**src/rtl/multicycle_control.sv**
```systemverilog
// Moore control FSM for the multicycle MIPS datapath: sequences the shared memory and ALU,
// stalls on the memory-ready handshake and counts retired instructions.
module multicycle_control #(
    parameter int CNT_W = 32
) (
    input  logic             clk,
    input  logic             reset,
    input  logic [5:0]       opcode,
    input  logic             mem_ready,
    output logic             PCWrite,
    output logic             PCWriteCond,
    output logic             IorD,
    output logic             MemRead,
    output logic             MemWrite,
    output logic             MemtoReg,
    output logic             IRWrite,
    output logic [1:0]       PCSource,
    output logic [1:0]       ALUOp,
    output logic             ALUSrcA,
    output logic [1:0]       ALUSrcB,
    output logic             RegWrite,
    output logic             RegDst,
    output logic [3:0]       state,
    output logic             instr_done,
    output logic             illegal_op,
    output logic [CNT_W-1:0] instr_count
);

    typedef enum logic [3:0] {
        ST_FETCH   = 4'd0,
        ST_DECODE  = 4'd1,
        ST_MEMADR  = 4'd2,
        ST_MEMRD   = 4'd3,
        ST_MEMWB   = 4'd4,
        ST_MEMWR   = 4'd5,
        ST_EXEC    = 4'd6,
        ST_RTYPEWB = 4'd7,
        ST_BRANCH  = 4'd8,
        ST_JUMP    = 4'd9,
        ST_ADDIEX  = 4'd10,
        ST_ADDIWB  = 4'd11
    } state_t;

    localparam logic [5:0] OP_RTYPE = 6'b000000;
    localparam logic [5:0] OP_LW    = 6'b100011;
    localparam logic [5:0] OP_SW    = 6'b101011;
    localparam logic [5:0] OP_BEQ   = 6'b000100;
    localparam logic [5:0] OP_J     = 6'b000010;
    localparam logic [5:0] OP_ADDI  = 6'b001000;

    state_t           r_state;
    state_t           w_next_state;
    logic [CNT_W-1:0] r_instr_count;

    logic       w_pc_write;
    logic       w_pc_write_cond;
    logic       w_iord;
    logic       w_mem_read;
    logic       w_mem_write;
    logic       w_mem_to_reg;
    logic       w_ir_write;
    logic [1:0] w_pc_source;
    logic [1:0] w_alu_op;
    logic       w_alu_src_a;
    logic [1:0] w_alu_src_b;
    logic       w_reg_write;
    logic       w_reg_dst;
    logic       w_instr_done;
    logic       w_illegal_op;

    // State register
    always_ff @(posedge clk) begin
        if (reset) begin
            r_state <= ST_FETCH;
        end else begin
            r_state <= w_next_state;
        end
    end

    // Retired-instruction counter, wraps at 2^CNT_W
    always_ff @(posedge clk) begin
        if (reset) begin
            r_instr_count <= {CNT_W{1'b0}};
        end else if (w_instr_done) begin
            r_instr_count <= r_instr_count + {{(CNT_W-1){1'b0}}, 1'b1};
        end else begin
            r_instr_count <= r_instr_count;
        end
    end

    // Next-state logic
    always_comb begin
        w_next_state = ST_FETCH;
        w_illegal_op = 1'b0;
        case (r_state)
            ST_FETCH: begin
                if (mem_ready) begin
                    w_next_state = ST_DECODE;
                end else begin
                    w_next_state = ST_FETCH;
                end
            end
            ST_DECODE: begin
                case (opcode)
                    OP_RTYPE:     w_next_state = ST_EXEC;
                    OP_LW, OP_SW: w_next_state = ST_MEMADR;
                    OP_BEQ:       w_next_state = ST_BRANCH;
                    OP_J:         w_next_state = ST_JUMP;
                    OP_ADDI:      w_next_state = ST_ADDIEX;
                    default: begin
                        w_next_state = ST_FETCH;
                        w_illegal_op = 1'b1;
                    end
                endcase
            end
            ST_MEMADR: begin
                if (opcode == OP_SW) begin
                    w_next_state = ST_MEMWR;
                end else begin
                    w_next_state = ST_MEMRD;
                end
            end
            ST_MEMRD: begin
                if (mem_ready) begin
                    w_next_state = ST_MEMWB;
                end else begin
                    w_next_state = ST_MEMRD;
                end
            end
            ST_MEMWR: begin
                if (mem_ready) begin
                    w_next_state = ST_FETCH;
                end else begin
                    w_next_state = ST_MEMWR;
                end
            end
            ST_EXEC:   w_next_state = ST_RTYPEWB;
            ST_ADDIEX: w_next_state = ST_ADDIWB;
            default:   w_next_state = ST_FETCH;
        endcase
    end

    // Control decode: depends on state only, apart from the FETCH handshake terms
    always_comb begin
        w_pc_write      = 1'b0;
        w_pc_write_cond = 1'b0;
        w_iord          = 1'b0;
        w_mem_read      = 1'b0;
        w_mem_write     = 1'b0;
        w_mem_to_reg    = 1'b0;
        w_ir_write      = 1'b0;
        w_pc_source     = 2'b00;
        w_alu_op        = 2'b00;
        w_alu_src_a     = 1'b0;
        w_alu_src_b     = 2'b00;
        w_reg_write     = 1'b0;
        w_reg_dst       = 1'b0;
        w_instr_done    = 1'b0;
        case (r_state)
            ST_FETCH: begin
                w_mem_read  = 1'b1;
                w_alu_src_b = 2'b01;
                w_ir_write  = mem_ready;
                w_pc_write  = mem_ready;
            end
            ST_DECODE: begin
                w_alu_src_b = 2'b11;
            end
            ST_MEMADR, ST_ADDIEX: begin
                w_alu_src_a = 1'b1;
                w_alu_src_b = 2'b10;
            end
            ST_MEMRD: begin
                w_mem_read = 1'b1;
                w_iord     = 1'b1;
            end
            ST_MEMWB: begin
                w_reg_write  = 1'b1;
                w_mem_to_reg = 1'b1;
                w_instr_done = 1'b1;
            end
            ST_MEMWR: begin
                w_mem_write  = 1'b1;
                w_iord       = 1'b1;
                w_instr_done = mem_ready;
            end
            ST_EXEC: begin
                w_alu_src_a = 1'b1;
                w_alu_op    = 2'b10;
            end
            ST_RTYPEWB: begin
                w_reg_write  = 1'b1;
                w_reg_dst    = 1'b1;
                w_instr_done = 1'b1;
            end
            ST_BRANCH: begin
                w_alu_src_a     = 1'b1;
                w_alu_op        = 2'b01;
                w_pc_write_cond = 1'b1;
                w_pc_source     = 2'b01;
                w_instr_done    = 1'b1;
            end
            ST_JUMP: begin
                w_pc_write   = 1'b1;
                w_pc_source  = 2'b10;
                w_instr_done = 1'b1;
            end
            ST_ADDIWB: begin
                w_reg_write  = 1'b1;
                w_instr_done = 1'b1;
            end
            default: begin
                w_instr_done = 1'b0;
            end
        endcase
    end

    // Reset forces every output low so no write enable can fire in the reset cycle
    assign PCWrite     = w_pc_write      & ~reset;
    assign PCWriteCond = w_pc_write_cond & ~reset;
    assign IorD        = w_iord          & ~reset;
    assign MemRead     = w_mem_read      & ~reset;
    assign MemWrite    = w_mem_write     & ~reset;
    assign MemtoReg    = w_mem_to_reg    & ~reset;
    assign IRWrite     = w_ir_write      & ~reset;
    assign PCSource    = reset ? 2'b00 : w_pc_source;
    assign ALUOp       = reset ? 2'b00 : w_alu_op;
    assign ALUSrcA     = w_alu_src_a     & ~reset;
    assign ALUSrcB     = reset ? 2'b00 : w_alu_src_b;
    assign RegWrite    = w_reg_write     & ~reset;
    assign RegDst      = w_reg_dst       & ~reset;
    assign state       = reset ? 4'd0 : r_state;
    assign instr_done  = w_instr_done    & ~reset;
    assign illegal_op  = w_illegal_op    & ~reset;
    assign instr_count = reset ? {CNT_W{1'b0}} : r_instr_count;

endmodule
```
**config.mk**
```make
export PLATFORM = sky130hd
export DESIGN_NAME = multicycle_control
export DESIGN_NICKNAME = d
export VERILOG_FILES = /design/src/rtl/multicycle_control.sv
export SDC_FILE = /design/constraint.sdc
export NUM_CORES = 1
export LEC_CHECK = 0
export ABC_CLOCK_PERIOD_IN_PS = 3300
export BUFFER_PORTS_ARGS = -buffer_cell sky130_fd_sc_hd__buf_2
export CORE_MARGIN = 2
export CORE_UTILIZATION = 52
export DETAILED_ROUTE_END_ITERATION = 10
export PLACE_DENSITY = 0.8
export RECOVER_POWER = 100
export SETUP_SLACK_MARGIN = 0.5
export SYNTH_ARGS = -nofsm -noshare
export SYNTH_HDL_FRONTEND = slang
export SYNTH_SLANG_ARGS = --single-unit
```
**constraint.sdc**
```tcl
create_clock -name clk -period 3.3 [get_ports clk]
set_input_delay 0.495 -clock clk [delete_from_list [all_inputs] [get_ports clk]]
set_output_delay 0.495 -clock clk [all_outputs]
set_load 0.05 [all_outputs]
```
==> results.sh, run 1 <==
export IMPL_rsz0062_at_grt="no"
export IMPL_num_nets_final=370
export IMPL_clkPwrFrac_pct=38.7
export IMPL_r2r_start="r_state[0]$_SDFF_PP0_"
export IMPL_syn2layout_area_growth_pct=15.3
export IMPL_ys_seq_area_share_pct=31.9
export IMPL_start_util_pct=55.4
export IMPL_p_per_area_mw_per_mm2=322
export IMPL_finClkSkew_ns=0.00585
export IMPL_grt_ovfl_total=0
export IMPL_gp_congestion=0.939
export IMPL_first_iter_violations=175
export IMPL_syn_nets=315
export IMPL_place_hpwl_um=3700
export IMPL_hold_end="r_instr_count[1]$_SDFFE_PP0N_"
export IMPL_grt_max_degree=35
export IMPL_fp_row_count=23
export IMPL_r2r_setup_slack_ns=0.42
export IMPL_critPathLaunchType="flip-flop"
export IMPL_regArea_sq_um=724
export IMPL_cts_tree="done"
export IMPL_critPathKind="flip-flop to flip-flop"
export IMPL_setup_viol=0
export IMPL_multi_input_area_sq_mm=0.00142
export IMPL_r2r_end="r_instr_count[31]$_SDFFE_PP0N_"
export IMPL_final_common_cell="clkbuf_1"
export IMPL_cts_buffers=5
export IMPL_ys_warn_count=0
export IMPL_cts_root_buf="clkbuf_8"
export IMPL_ir_drop_uv=193
export IMPL_yosysUniqueCellTypes=41
export IMPL_drc=0
export IMPL_pin_count=63
export IMPL_relSlewSlack_pct=23.6
export IMPL_synth_avg_cell_area_sq_um=7.42
export IMPL_grt_total_usage_pct=21.6
export IMPL_cts_sinks=36
export IMPL_wl_per_cell_um=12.9
export IMPL_cts_max_level=2
export IMPL_netSwitchingFraction_pct=25.6
export IMPL_io_buffers=62
export IMPL_p_sw_mw=0.215
export IMPL_totalWireLength_um=5310
export IMPL_worst_pin_slew_ns=1.15
export IMPL_cts_clk_slew_worst_paths_ns=0.07
export IMPL_diodes=0
export IMPL_ant_nets=0
export IMPL_min_period_over_period_pct=87.2
export IMPL_fill_cells=426
export IMPL_final_setup_tns_ns=0
export IMPL_synth_cells=305
export IMPL_holdBufCountCts=0
export IMPL_dr_pass1_iters=4
export IMPL_die_area_sq_mm=0.00489
export IMPL_vias=2266
export IMPL_first_global_vias=1988
export IMPL_coreArea_sq_mm=0.00409
export IMPL_p_leak_nw=0.869
export IMPL_status="finished, final reports clean"
export IMPL_fmax_mhz=347
export IMPL_rr_worst_depth=5
export IMPL_p_int_mw=0.625
export IMPL_cts_buffer_depth=2
export IMPL_power_frac_comb_pct=8.7
export IMPL_hold_depth=2
export IMPL_die_x_um=70.0
export IMPL_layout_min_cycle_time_ns=2.88
export IMPL_endpoint_kind="flip-flop"
export IMPL_p_seq_share_pct=52.6
export IMPL_antenna_found_initial=0
export IMPL_layout_cells_most_common_list="56 x clkbuf_1, 43 x nor2_1, 33 x dfxtp_1"
export IMPL_crit_fanout=20
export IMPL_die_y_um=70.0
export IMPL_final_hold_viol_count=0
export IMPL_netlist_area_sq_mm=0.00226
export IMPL_ys_seq_elements=36
export IMPL_hp_class="flip-flop to flip-flop"
export IMPL_worstHoldStart="r_instr_count[1]$_SDFFE_PP0N_"
export IMPL_arrival_ns=3.11
export IMPL_cap_violations=0
export IMPL_vias_per_cell=5.51
export IMPL_finalMaxSlewViolations=0
export IMPL_power_mw=0.840
export IMPL_cp_required_ns=3.54
export IMPL_clock_latency_ns=0.29
export IMPL_drive_gt1_share_pct=10.2
export IMPL_grt_pass1_wl_um=8850
-- power by group through the flow --
stage                     combinational [mW]  sequential (mW)  clock [mW]
after detailed placement              0.0749            0.452           0
after floorplan                       0.0599            0.446           0
after global routing                  0.0801            0.442       0.352
after global placement                0.0741            0.451           0
final                                 0.0734            0.442       0.325
after CTS                             0.0752            0.442       0.329
-- area by class of cell --
class	count	area share, %
multi-input cells	242	54.5
inverters	6	0.864
repair buffers	69	11.0
flip-flops and latches	36	27.8
clock buffers	8	3.45
well taps	50	2.40
-- kinds of logic (layout without fill, tap and decap cells) --
logic type / after synthesis / after routing / share of synthesized area, %
mux: 4 / 4 / 1.94
flops: 36 / 36 / 31.9
buf+inv: 27 / 83 / 5.81
xor+xnor: 18 / 18 / 6.97
compound gates: 44 / 44 / 11.1
fa+ha+maj: 1 / 1 / 0.553
simple gates: 175 / 175 / 41.8
-- worst max-delay path: stages (launching register included) --
cell	delay, ns
dfxtp_1	0.77
nor2b_4	0.14
or4_4	0.61
or4_1	0.71
or4_1	0.52
nand2_1	0.07
-- through the flow --
| step | worst slack (ns) | instance area (sq um) | hold WS, ns | util, % | std cells |
|---|---|---|---|---|---|
| CTS | 0.508 | 2660 | 0.491 | 65.0 | 407 |
| global placement | 0.520 | 2560 | 0.483 | 62.8 | 399 |
| global route | 0.316 | 2610 | 0.522 | 63.8 | 411 |
| finish | 0.422 | 2610 | 0.505 | 63.8 | 411 |
| floorplan | 0.366 | 2280 | 0.457 | - | 305 |
| detailed placement | 0.452 | 2560 | 0.480 | 62.8 | 399 |
-- layer usage --
metal | GRT usage (%) | wire [um]
met4 | 7.69 | 88
met5 | 0 | 0
met1 | 28.1 | 2510
met2 | 35.4 | 2450
met3 | 4.47 | 264
-- worst max path at each step --
stage,start,to,slack (ns)
after floorplan,reset,illegal_op,0.37
after global placement,r_state[0]$_SDFF_PP0_,r_instr_count[31]$_SDFFE_PP0N_,0.52
after detailed placement,r_state[0]$_SDFF_PP0_,r_instr_count[31]$_SDFFE_PP0N_,0.45
after CTS,r_state[3]$_SDFF_PP0_,r_instr_count[31]$_SDFFE_PP0N_,0.51
after global routing,r_state[0]$_SDFF_PP0_,r_instr_count[30]$_SDFFE_PP0N_,0.32
final,r_state[0]$_SDFF_PP0_,r_instr_count[31]$_SDFFE_PP0N_,0.42
-- registers in the layout, summed over array words and instances (netlist names) --
name and cells:
r_state 4, r_instr_count 32
-- cells in the mapped netlist, drive strengths merged --
master | instances | area (sq um)
nor2 | 44 | 165
dfxtp | 36 | 721
nor2b | 33 | 214
a21oi | 21 | 105
nand2 | 20 | 75.1
nand4 | 14 | 87.6
o21ai | 13 | 65.1
clkbuf | 12 | 46.3
nor3 | 12 | 60.1
or3 | 11 | 68.8
xor2 | 10 | 87.6
buf | 9 | 62.6
nor4 | 9 | 62.6
nand3 | 8 | 40.0
xnor2 | 8 | 70.1
and3 | 7 | 43.8
or4 | 7 | 56.3
inv | 6 | 22.5
o31ai | 4 | 30.0
mux2 | 3 | 33.8
or2 | 3 | 18.8
nor3b | 2 | 15.0
nor4b | 2 | 17.5
a2111oi | 1 | 8.76
a211oi | 1 | 7.51
a31oi | 1 | 6.26
and2 | 1 | 6.26
ha | 1 | 12.5
mux2i | 1 | 10.0
nand2b | 1 | 6.26
nand3b | 1 | 7.51
o2111ai | 1 | 8.76
o221a | 1 | 11.3
o22a | 1 | 8.76
-- what timing repair did --
| item | 4_1_cts | 5_1_grt |
|---|---|---|
| gates resized for setup | 1 | 3 |
| buffers inserted | 0 | 4 |
| endpoints found under the hold margin | 0 | 0 |
| endpoints found under the setup margin | 2 | 10 |
Power figures use the tool's default switching activity.
==> run 2, diff against run 1 <==
--- a/config.mk
+++ b/config.mk
@@ -7,11 +7,13 @@
 export LEC_CHECK = 0
 export ABC_CLOCK_PERIOD_IN_PS = 3300
 export BUFFER_PORTS_ARGS = -buffer_cell sky130_fd_sc_hd__buf_2
+export CELL_PAD_IN_SITES_DETAIL_PLACEMENT = 1
+export CELL_PAD_IN_SITES_GLOBAL_PLACEMENT = 1
 export CORE_MARGIN = 2
-export CORE_UTILIZATION = 52
+export CORE_UTILIZATION = 37
 export DETAILED_ROUTE_END_ITERATION = 10
-export PLACE_DENSITY = 0.8
-export RECOVER_POWER = 100
+export PLACE_DENSITY_LB_ADDON = 0.1
+export RECOVER_POWER = 50
 export SETUP_SLACK_MARGIN = 0.5
 export SYNTH_ARGS = -nofsm -noshare
 export SYNTH_HDL_FRONTEND = slang
==> results.sh, run 2 (synthesis gave the netlist of run 1 again) <==
export IMPL_vias=2306
export IMPL_fmax_mhz=353
export IMPL_clock_latency_ns=0.29
export IMPL_setup_viol=0
export IMPL_netSwitchingFraction_pct=24.0
export IMPL_layout_cells_most_common_list="43 x nor2_1, 36 x buf_2, 33 x dfxtp_1"
export IMPL_syn2layout_area_growth_pct=19.0
export IMPL_totalWireLength_um=6080
export IMPL_drive_gt1_share_pct=17.0
export IMPL_top_regs="r_instr_count x32, r_state x4"
export IMPL_die_x_um=82.2
export IMPL_p_seq_share_pct=46.3
export IMPL_p_leak_nw=0.990
export IMPL_rr_worst_depth=5
export IMPL_fill_cells=788
export IMPL_first_iter_violations=42
export IMPL_cts_root_buf="clkbuf_8"
export IMPL_final_cell_area_sq_mm=0.00269
export IMPL_p_int_mw=0.724
export IMPL_crit_chain="nor2b_1, or4_1, or4_1, or4_1, nand2_1"
export IMPL_die_area_sq_mm=0.00676
export IMPL_cp_required_ns=3.54
export IMPL_finClkSkew_ns=0.00406
export IMPL_holdBufCountCts=0
export IMPL_regArea_sq_um=724
export IMPL_cts_tree="done"
export IMPL_crit_fanout=20
export IMPL_min_period_over_period_pct=85.7
export IMPL_layout_min_cycle_time_ns=2.83
export IMPL_hold_depth=2
export IMPL_die_y_um=82.2
export IMPL_multi_input_area_sq_mm=0.00141
export IMPL_diodes=0
export IMPL_crit_buf_inv=0
export IMPL_final_hold_viol_count=0
export IMPL_critPathKind="flip-flop to flip-flop"
export IMPL_final_setup_tns_ns=0
export IMPL_start_util_pct=38.2
export IMPL_pin_count=63
export IMPL_slowest_delay_ns=0.72
export IMPL_antenna_found_initial=0
export IMPL_p_per_area_mw_per_mm2=354
export IMPL_cp_slowest_cell="or4_1"
export IMPL_gp_congestion=0.759
export IMPL_endpoint_kind="flip-flop"
export IMPL_grt_ovfl_total=0
export IMPL_dr_pass1_iters=4
export IMPL_relSlewSlack_pct=13.3
export IMPL_cts_max_level=2
export IMPL_vias_per_cell=5.33
export IMPL_path_delay_family="simple AND/OR/NAND/NOR gates"
export IMPL_cts_buffers=5
export IMPL_cap_violations=0
export IMPL_ir_drop_uv=187
export IMPL_crit_top_cell="or4_1"
export IMPL_grt_pass1_wl_um=9730
export IMPL_worst_path_stages=5
export IMPL_wl_per_cell_um=14.0
export IMPL_largest_register_ffs=32
export IMPL_regMostFlops="r_instr_count"
export IMPL_clkPwrFrac_pct=45.6
export IMPL_drc=0
export IMPL_cts_clk_slew_worst_paths_ns=0.07
export IMPL_cts_buffer_depth=2
export IMPL_num_nets_final=367
export IMPL_fp_row_count=28
export IMPL_status="finished, final reports clean"
export IMPL_finalMaxSlewViolations=0
export IMPL_grt_total_usage_pct=18.2
export IMPL_critPathLaunchType="flip-flop"
export IMPL_rsz0062_at_grt="no"
export IMPL_ant_nets=0
export IMPL_arrival_ns=3.07
export IMPL_grt_max_degree=53
export IMPL_p_sw_mw=0.228
export IMPL_cts_sinks=36
export IMPL_coreArea_sq_mm=0.00592
export IMPL_io_buffers=62
export IMPL_place_area_sq_mm=0.00262
export IMPL_final_common_cell="nor2_1"
export IMPL_power_frac_comb_pct=8.1
export IMPL_worst_pin_slew_ns=1.30
export IMPL_place_hpwl_um=4480
export IMPL_first_global_vias=1993
export IMPL_hp_class="flip-flop to flip-flop"
==> run 2: final timing paths <==
| check | start | endpoint | slack [ns] |
|---|---|---|---|
| worst max-delay path | r_state[0]$_SDFF_PP0_ | r_instr_count[31]$_SDFFE_PP0N_ | 0.47 |
| worst min-delay path | r_instr_count[31]$_SDFFE_PP0N_ | r_instr_count[31]$_SDFFE_PP0N_ | 0.51 |
| worst max register to register | r_state[0]$_SDFF_PP0_ | r_instr_count[31]$_SDFFE_PP0N_ | 0.47 |
| worst min register to register | r_instr_count[31]$_SDFFE_PP0N_ | r_instr_count[31]$_SDFFE_PP0N_ | 0.51 |
==> run 2: power groups by stage <==
stage	Sequential [mW]	Combinational, mW	Clock, mW
after floorplan	0.446	0.0599	0
after detailed placement	0.452	0.0781	0
after global placement	0.451	0.0778	0
final	0.441	0.0767	0.434
after global routing	0.442	0.0835	0.461
after CTS	0.441	0.0785	0.444
==> run 2: layer usage <==
metal	global-route usage (%)	part of all wire [%]
met1	25.1	50
met3	3.26	3.0
met2	29.1	46
met5	0	0
met4	5.00	1.0
==> run 2: what timing repair did <==
item                       CTS  global route
hold endpoints to repair     0             0
gates resized for setup      1             2
cloned                       0             0
buffers inserted             0             0
setup endpoints to repair    1             7
==> run 2: worst reg2reg max path: stages, from the launching register on <==
cell     delay [ns]
dfxtp_2        0.54
nor2b_1        0.22
or4_1          0.71
or4_1          0.72
or4_1          0.51
nand2_1        0.07
==> run 2: area by class of cell <==
class,count,share of cell area [%]
Clock inverter,1,1.12
Tap cell,75,3.49
Inverter,6,0.836
Clock buffer,7,3.58
Sequential cell,36,26.9
Timing Repair Buffer,66,11.8
Multi-Input combinational cell,242,52.3
==> run 2: metrics by stage <==
step	hold WS (ns)	std cells	utilization, %	power, mW	setup slack (ns)
after floorplan	0.457	305	-	0.506	0.366
after global placement	0.492	425	44.2	0.529	0.522
after detailed placement	0.498	425	44.2	0.530	0.454
after CTS	0.510	433	46.3	0.964	0.527
after global routing	0.544	433	45.5	0.986	0.292
final	0.508	433	45.5	0.952	0.471
